==> src/rtl/drive_pkg.sv <==
// Shared types and helpers for the floppy drive head/save controller.
package drive_pkg;

  // Width of half-track and track fields.
  localparam int HT_W = 7;

  // One pending save: which side and which whole track to write back.
  typedef struct packed {
    logic            side;
    logic [HT_W-1:0] trk;
  } save_entry_t;

  typedef enum logic [1:0] {
    STEP_NONE,
    STEP_FWD,
    STEP_BACK
  } step_dir_e;

  // Stepper phases advance one position per quarter turn; a change of one
  // phase is a step, a change of two is ambiguous and is ignored.
  function automatic step_dir_e step_dir(input logic [1:0] prev, input logic [1:0] cur);
    logic [1:0] nxt;
    logic [1:0] prv;
    nxt = prev + 2'd1;
    prv = prev - 2'd1;
    if (cur == nxt)      return STEP_FWD;
    else if (cur == prv) return STEP_BACK;
    else                 return STEP_NONE;
  endfunction

endpackage

==> src/rtl/drive_save_fifo.sv <==
// Small FIFO of pending track saves; push+pop in one cycle is allowed even when full.
module drive_save_fifo
  import drive_pkg::*;
#(
  parameter int DEPTH = 2
) (
  input  logic        clk,
  input  logic        reset,
  input  logic        push_i,
  input  logic        pop_i,
  input  logic        flush_i,
  input  save_entry_t din_i,
  output save_entry_t head_o,
  output logic        full_o,
  output logic        empty_o,
  output logic        dropped_o
);

  localparam int PW = (DEPTH > 1) ? $clog2(DEPTH) : 1;
  localparam int CW = $clog2(DEPTH + 1);

  save_entry_t   mem_q [DEPTH];
  logic [PW-1:0] wr_q, wr_d, rd_q, rd_d;
  logic [CW-1:0] cnt_q, cnt_d;
  logic          do_push, do_pop;

  function automatic logic [PW-1:0] ptr_inc(input logic [PW-1:0] p);
    return (p == PW'(DEPTH - 1)) ? '0 : p + PW'(1);
  endfunction

  assign empty_o   = (cnt_q == '0);
  assign full_o    = (cnt_q == CW'(DEPTH));
  assign do_pop    = pop_i & ~empty_o & ~flush_i;
  assign do_push   = push_i & (~full_o | do_pop) & ~flush_i;
  assign dropped_o = push_i & full_o & ~do_pop & ~flush_i;
  // Empty queue presents an all-zero head so the outputs are defined.
  assign head_o    = empty_o ? '0 : mem_q[rd_q];

  // Pointer and occupancy next-state.
  always_comb begin
    // NOTE: every combinational output gets a default first so no path leaves it unassigned (no latch).
    wr_d  = wr_q;
    rd_d  = rd_q;
    cnt_d = cnt_q;
    if (flush_i) begin
      wr_d  = '0;
      rd_d  = '0;
      cnt_d = '0;
    end else begin
      if (do_push) wr_d = ptr_inc(wr_q);
      if (do_pop)  rd_d = ptr_inc(rd_q);
      if (do_push && !do_pop) cnt_d = cnt_q + CW'(1);
      else if (do_pop && !do_push) cnt_d = cnt_q - CW'(1);
    end
  end

  // Pointer and occupancy registers.
  always_ff @(posedge clk) begin
    // NOTE: sequential state uses non-blocking assignments so all flops update together.
    if (reset) begin
      wr_q  <= '0;
      rd_q  <= '0;
      cnt_q <= '0;
    end else begin
      wr_q  <= wr_d;
      rd_q  <= rd_d;
      cnt_q <= cnt_d;
    end
  end

  // Entry storage.
  always_ff @(posedge clk) begin
    // NOTE: storage is deliberately not reset; occupancy gates what is visible at the head.
    if (do_push) mem_q[wr_q] <= din_i;
  end

endmodule

==> src/rtl/drive_head_ctrl.sv <==
// Head position, write-protect sense and dirty-track save requests for the emulated drive.
module drive_head_ctrl
  import drive_pkg::*;
#(
  parameter int HT_MAX    = 80,
  parameter int HT_RESET  = 36,
  parameter int SIDES     = 1,
  parameter int CHG_TICKS = 15000000,
  parameter int QDEPTH    = 2
) (
  input  logic            clk,
  input  logic            reset,
  input  logic [1:0]      stp,
  input  logic            mtr,
  input  logic            side,
  input  logic            buff_we,
  input  logic            disk_change,
  input  logic            disk_readonly,
  output logic [HT_W-1:0] track,
  output logic [HT_W-1:0] half_track,
  output logic            side_o,
  output logic            tr00_sense_n,
  output logic            wps_n,
  output logic            save_req,
  output logic [HT_W-1:0] save_trk,
  output logic            save_side,
  input  logic            save_ack,
  output logic            save_ovf
);

  localparam int CNT_W = $clog2(CHG_TICKS + 1);

  logic [HT_W-1:0]  ht_q, ht_d;
  logic [1:0]       stp_q;
  logic             side_q, side_d, mtr_q, dc_q;
  logic             dirty_q, dirty_d, ro_q, ro_d, ovf_q, ovf_d;
  logic [CNT_W-1:0] chg_q, chg_d;
  logic             dc_rise, trigger, push;
  step_dir_e        dir;
  save_entry_t      entry, head;
  logic             fifo_full, fifo_empty, fifo_drop;

  // Decode steps, save triggers, dirty tracking and the disk-change countdown.
  always_comb begin
    side_d  = (SIDES == 2) ? side : 1'b0;
    dir     = mtr ? step_dir(stp_q, stp) : STEP_NONE;
    dc_rise = disk_change & ~dc_q;
    trigger = (dir != STEP_NONE) | (side_d != side_q) | (mtr_q & ~mtr);
    // A new image makes any pending save stale, so nothing is queued that cycle.
    push    = trigger & (dirty_q | buff_we) & ~dc_rise;
    entry   = '{side: side_q, trk: {1'b0, ht_q[HT_W-1:1]}};

    ht_d = ht_q;
    unique case (dir)
      STEP_FWD:  if (ht_q < HT_W'(HT_MAX)) ht_d = ht_q + HT_W'(1);
      STEP_BACK: if (ht_q > HT_W'(1))      ht_d = ht_q - HT_W'(1);
      default:   ht_d = ht_q;
    endcase

    // A write coinciding with a save belongs to the track being saved.
    dirty_d = dirty_q;
    if (dc_rise)      dirty_d = 1'b0;
    else if (push)    dirty_d = 1'b0;
    else if (buff_we) dirty_d = 1'b1;

    ro_d  = dc_rise ? disk_readonly : ro_q;
    chg_d = dc_rise ? CNT_W'(CHG_TICKS) : ((chg_q != '0) ? chg_q - CNT_W'(1) : chg_q);
    ovf_d = ovf_q | fifo_drop;
  end

  // State registers.
  always_ff @(posedge clk) begin
    if (reset) begin
      ht_q    <= HT_W'(HT_RESET);
      stp_q   <= '0;
      side_q  <= 1'b0;
      mtr_q   <= 1'b0;
      dc_q    <= 1'b0;
      dirty_q <= 1'b0;
      ro_q    <= 1'b0;
      chg_q   <= '0;
      ovf_q   <= 1'b0;
    end else begin
      ht_q    <= ht_d;
      stp_q   <= stp;
      side_q  <= side_d;
      mtr_q   <= mtr;
      dc_q    <= disk_change;
      dirty_q <= dirty_d;
      ro_q    <= ro_d;
      chg_q   <= chg_d;
      ovf_q   <= ovf_d;
    end
  end

  drive_save_fifo #(.DEPTH(QDEPTH)) u_fifo (
    .clk       (clk),
    .reset     (reset),
    .push_i    (push),
    .pop_i     (save_ack),
    .flush_i   (dc_rise),
    .din_i     (entry),
    .head_o    (head),
    .full_o    (fifo_full),
    .empty_o   (fifo_empty),
    .dropped_o (fifo_drop)
  );

  assign half_track   = ht_q;
  assign track        = {1'b0, ht_q[HT_W-1:1]};
  assign side_o       = side_q;
  assign tr00_sense_n = |ht_q[HT_W-1:1];
  assign wps_n        = ~ro_q ^ (chg_q != '0);
  assign save_req     = ~fifo_empty;
  assign save_trk     = head.trk;
  assign save_side    = head.side;
  assign save_ovf     = ovf_q;

endmodule

==> config.mk <==
export PLATFORM = sky130hd
export DESIGN_NAME = drive_head_ctrl
export DESIGN_NICKNAME = d
export VERILOG_FILES = /design/src/rtl/drive_pkg.sv /design/src/rtl/drive_save_fifo.sv /design/src/rtl/drive_head_ctrl.sv
export SDC_FILE = /design/constraint.sdc
export NUM_CORES = 1
export LEC_CHECK = 0
export ABC_AREA = 1
export ABC_CLOCK_PERIOD_IN_PS = 2560
export CORE_UTILIZATION = 35
export DETAILED_ROUTE_END_ITERATION = 10
export GPL_TIMING_DRIVEN = 0
export SETUP_SLACK_MARGIN = 0.05
export SYNTH_ARGS = -nofsm -noshare
export SYNTH_HDL_FRONTEND = slang
export SYNTH_SLANG_ARGS = --single-unit
==> constraint.sdc <==
create_clock -name clk -period 2.56 [get_ports clk]
set_clock_uncertainty 0.05 [all_clocks]
set_input_delay 0.384 -clock clk [delete_from_list [all_inputs] [get_ports clk]]
set_output_delay 0.384 -clock clk [all_outputs]
set_load 0.005 [all_outputs]
==> flow_summary_export.csv <==
group,metric,value,unit
drt,via_per_inst,4.79,
sta,setup_violations,0,
final_layout,multiInputGateArea,1590,µm²
setup_path,critical_path.cell_chain,"inv_2 -> ha_4 -> nand2_4 -> nor2_4 -> nand3_4 -> buf_6 -> xnor2_1 -> dlygate4sd2_1",
final_layout,antennaDiodeCount,0,
setup_path,crit_path_end_kind,"primary output",
final_layout,area_growth,19.3,%
synthesis,avgSynthCellArea,7.29,µm²
die,initial_core_util,36.8,%
pwr,peakVddDrop,0.241,mV
cts,clockRootBuffer,"clkbuf_8",
sta,relSlewSlack,58.8,%
sta,tightest_slew,0.619,ns
synthesis,synth_seq_cells,55,
synthesis,yosysUniqueCellTypes,34,
cts,cts_buffer_depth,2,
global_routing,antenna_found_initial,0,
cts,cts_tree,"yes",
global_routing,grt_max_degree,19,
sta,finalHoldViolations,0,
cts,clkTransAtPathRegs,0.11,ns
cts,cts-hold-fix-buffers,0,
pwr,pwr-share-seq,46.0,%
final_layout,fill_cells,851,
die,die_y,95.9,µm
drt,antenna_left,0,
synthesis,synth_seq_area_share,39.6,%
setup_path,rr_endpoint,"u_fifo.cnt_q[1]$_SDFFE_PP0P_",
drt,vias,2739,
sta,fmax,0.436,GHz
final_layout,seq_area,1220,µm²
die,die-area,9190,µm²
final_layout,layout.nets,481,
final_layout,final_cells,572,
synthesis,netlist_area,3080,µm²
placed_design,portBuffers,31,
cts,cts_sinks,55,
worst_hold_path,min_path_type,"reg2reg",
global_routing,grt_pass1_vias,2506,
placed_design,dp_hpwl,5.27,mm
setup_path,r2r.worst_path.cells,11,
die,io_pins,37,
drt,wl_per_cell,12.2,µm
sta,post-route-min-period,2.30,ns
setup_path,crit_arrival,1.86,ns
sta,fin_crit_sh,89.7,%
cts,numCtsBuffers,5,
setup_path,startpoint_type,"flip-flop",
pwr,leakage,0.00158,µW
setup_path,required,2.13,ns
drt,first_pass_iters,5,
sta,final.setup.tns,0,ns
placed_design,dp_cells,562,
setup_path,worstSetupPathType,"reg2out",
drt,routed_wl,6.96,mm
sta,slew_viol_final,0,
placed_design,place_congestion,0.869,
synthesis,synth_warnings,0,
pwr,combPwrFrac,26.7,%
drt,drc,0,
pwr,pwr-share-clk,27.3,%
synthesis,syn_inst,423,
run,cap_violations,0,
final_layout,drive_gt1_share,11.6,%
setup_path,crit_path_max_incr_delay,0.36,ns
sta,grt_setup_unrepaired,"false",
pwr,swShare,32.2,%
pwr,p_sw,698,µW
setup_path,cp-endpoint,"wps_n",
global_routing,grt_overflow,0,
worst_hold_path,worstHoldPathCells,2,
pwr,internal_power,1470,µW
die,core_area,8380,µm²
global_routing,grt_pass1_wl,11.7,mm
cts,cts.htree.levels,2,
drt,drt-initial-drc-count,105,
setup_path,worst-path-max-fanout,10,
die,rows,33,
setup_path,startpoint,"chg_q[0]$_SDFFE_PP0P_",
setup_path,worstReg2RegStart,"stp_q[0]$_SDFF_PP0_",
global_routing,grtUsageTotal,16.7,%
setup_path,regToRegSetupSlack,0.53,ns
cts,clock_latency,0.31,ns
die,die_w,95.9,µm
pwr,power_density,590,nW/µm²
setup_path,cpMaxStageDelayCell,"dfxtp_1",
outcome,status,"completed",
==> per-stage QoR <==
stage / worst slack (ns) / hold WS, ns / instance area (µm²) / util (%) / power, µW
CTS: 0.252 / 0.437 / 3680 / 43.9 / 2190
detailed placement: 0.0532 / 0.421 / 3540 / 42.2 / 1580
finish: 0.265 / 0.431 / 3680 / 43.9 / 2170
floorplan: 0.784 / 0.395 / 3100 / - / 1430
global route: 0.155 / 0.473 / 3680 / 43.9 / 2310
global placement: 0.0623 / 0.404 / 3540 / 42.2 / 1570
==> synthesized netlist by cell type, drive strengths merged <==
| master | instances | area share (%) |
|---|---|---|
| nand2 | 111 | 14 |
| o21a | 1 | 0.24 |
| xor2 | 10 | 2.8 |
| a21oi | 34 | 5.5 |
| inv | 42 | 5.1 |
| edfxtp | 12 | 12 |
| and2 | 1 | 0.20 |
| o21ai | 5 | 0.81 |
| conb | 1 | 0.12 |
| ha | 5 | 2.0 |
| or2 | 4 | 0.81 |
| nand3b | 4 | 0.97 |
| clkbuf | 5 | 0.61 |
| nor2 | 71 | 10 |
| nand4 | 7 | 1.4 |
| nand3 | 34 | 6.4 |
| buf | 15 | 4.1 |
| xnor2 | 8 | 2.3 |
| nor3 | 7 | 1.9 |
| a31oi | 1 | 0.20 |
| a211oi | 2 | 0.65 |
| dfxtp | 43 | 28 |
==> flip-flops by register name (all words and copies together), names as in the netlist, named ones only <==
signal	flops
mtr_q	1
u_fifo.cnt_q	2
u_fifo.mem_q	12
chg_q	24
save_ovf	1
ro_q	1
half_track	7
u_fifo.rd_q	1
stp_q	2
u_fifo.wr_q	1
dirty_q	1
dc_q	1
==> cell usage in the layout (no fill, tap or decap), types with 3 or more instances in the layout <==
master and instances:
clkdlybuf4s50_1 30, clkbuf_8 5, nand3_2 3, nor2_1 61, nand3b_1 4, xor2_1 10, buf_4 12, inv_1 41
edfxtp_1 12, ha_1 4, nand2_1 105, nand3_1 30, conb_1 4, dfxtp_1 43, nand4_1 7, nor2_2 6
clkbuf_1 5, buf_6 4, nand2_2 5, xnor2_1 8, or2_2 4, a21oi_1 34, nor3_1 5, o21ai_0 4
nor2_4 4
==> per-layer routing <==
metal	GRT usage [%]	wire length, µm
met5	0	0
met4	5.72	84
met3	3.40	297
met2	27.4	3230
met1	21.8	3340
==> how the worst min path moves through the flow <==
stage	startpoint	slack [ns]	to
3_3_place_gp	u_fifo.wr_q$_SDFFE_PP0N_	0.40	u_fifo.wr_q$_SDFFE_PP0N_
3_5_place_dp	u_fifo.wr_q$_SDFFE_PP0N_	0.42	u_fifo.wr_q$_SDFFE_PP0N_
6_report	u_fifo.wr_q$_SDFFE_PP0N_	0.43	u_fifo.wr_q$_SDFFE_PP0N_
2_1_floorplan	u_fifo.wr_q$_SDFFE_PP0N_	0.40	u_fifo.wr_q$_SDFFE_PP0N_
4_1_cts	u_fifo.wr_q$_SDFFE_PP0N_	0.44	u_fifo.wr_q$_SDFFE_PP0N_
5_1_grt	u_fifo.wr_q$_SDFFE_PP0N_	0.47	u_fifo.wr_q$_SDFFE_PP0N_
==> area by class of cell <==
cell class                      instances  share of cell area (%)
Tap cell                              105                    3.57
Clock inverter                          3                    1.26
Inverter                               42                    4.29
Multi-Input combinational cell        309                    43.1
Timing Repair Buffer                   33                    8.81
Clock buffer                            5                    1.87
Buffer                                 20                    3.91
Sequential cell                        55                    33.2
==> critical path: cells and delay by family, from the launching register on <==
kind	cells	cell delay, ns
buf+inv	3	0.52
simple gates	3	0.37
flops	1	0.36
fa+ha+maj	1	0.17
xor+xnor	1	0.15
==> repair_timing <==
item / CTS / global route
buffers inserted: 2 / 0
setup endpoints to repair: 1 / 0
endpoints found under the hold margin: 0 / 0
gates resized for setup: 3 / 0
==> kinds of logic after synthesis <==
logic type	after synthesis	synth area share, %
and+or+nand+nor	239	35.9
buffers and inverters	62	9.78
DFF	55	39.6
AOI/OAI and AO/OA	43	7.42
xor gates and xnor gates	18	5.11
adders and majority gates	5	2.03
other	1	0.122
==> power groups by stage <==
stage | clock network, µW | logic [µW] | registers (µW)
floorplan | 0 | 426 | 1000
global placement | 0 | 558 | 1020
detailed placement | 0 | 564 | 1020
CTS | 612 | 579 | 998
global route | 651 | 654 | 1010
finish | 593 | 579 | 998
(Power assumes the default switching activity.)
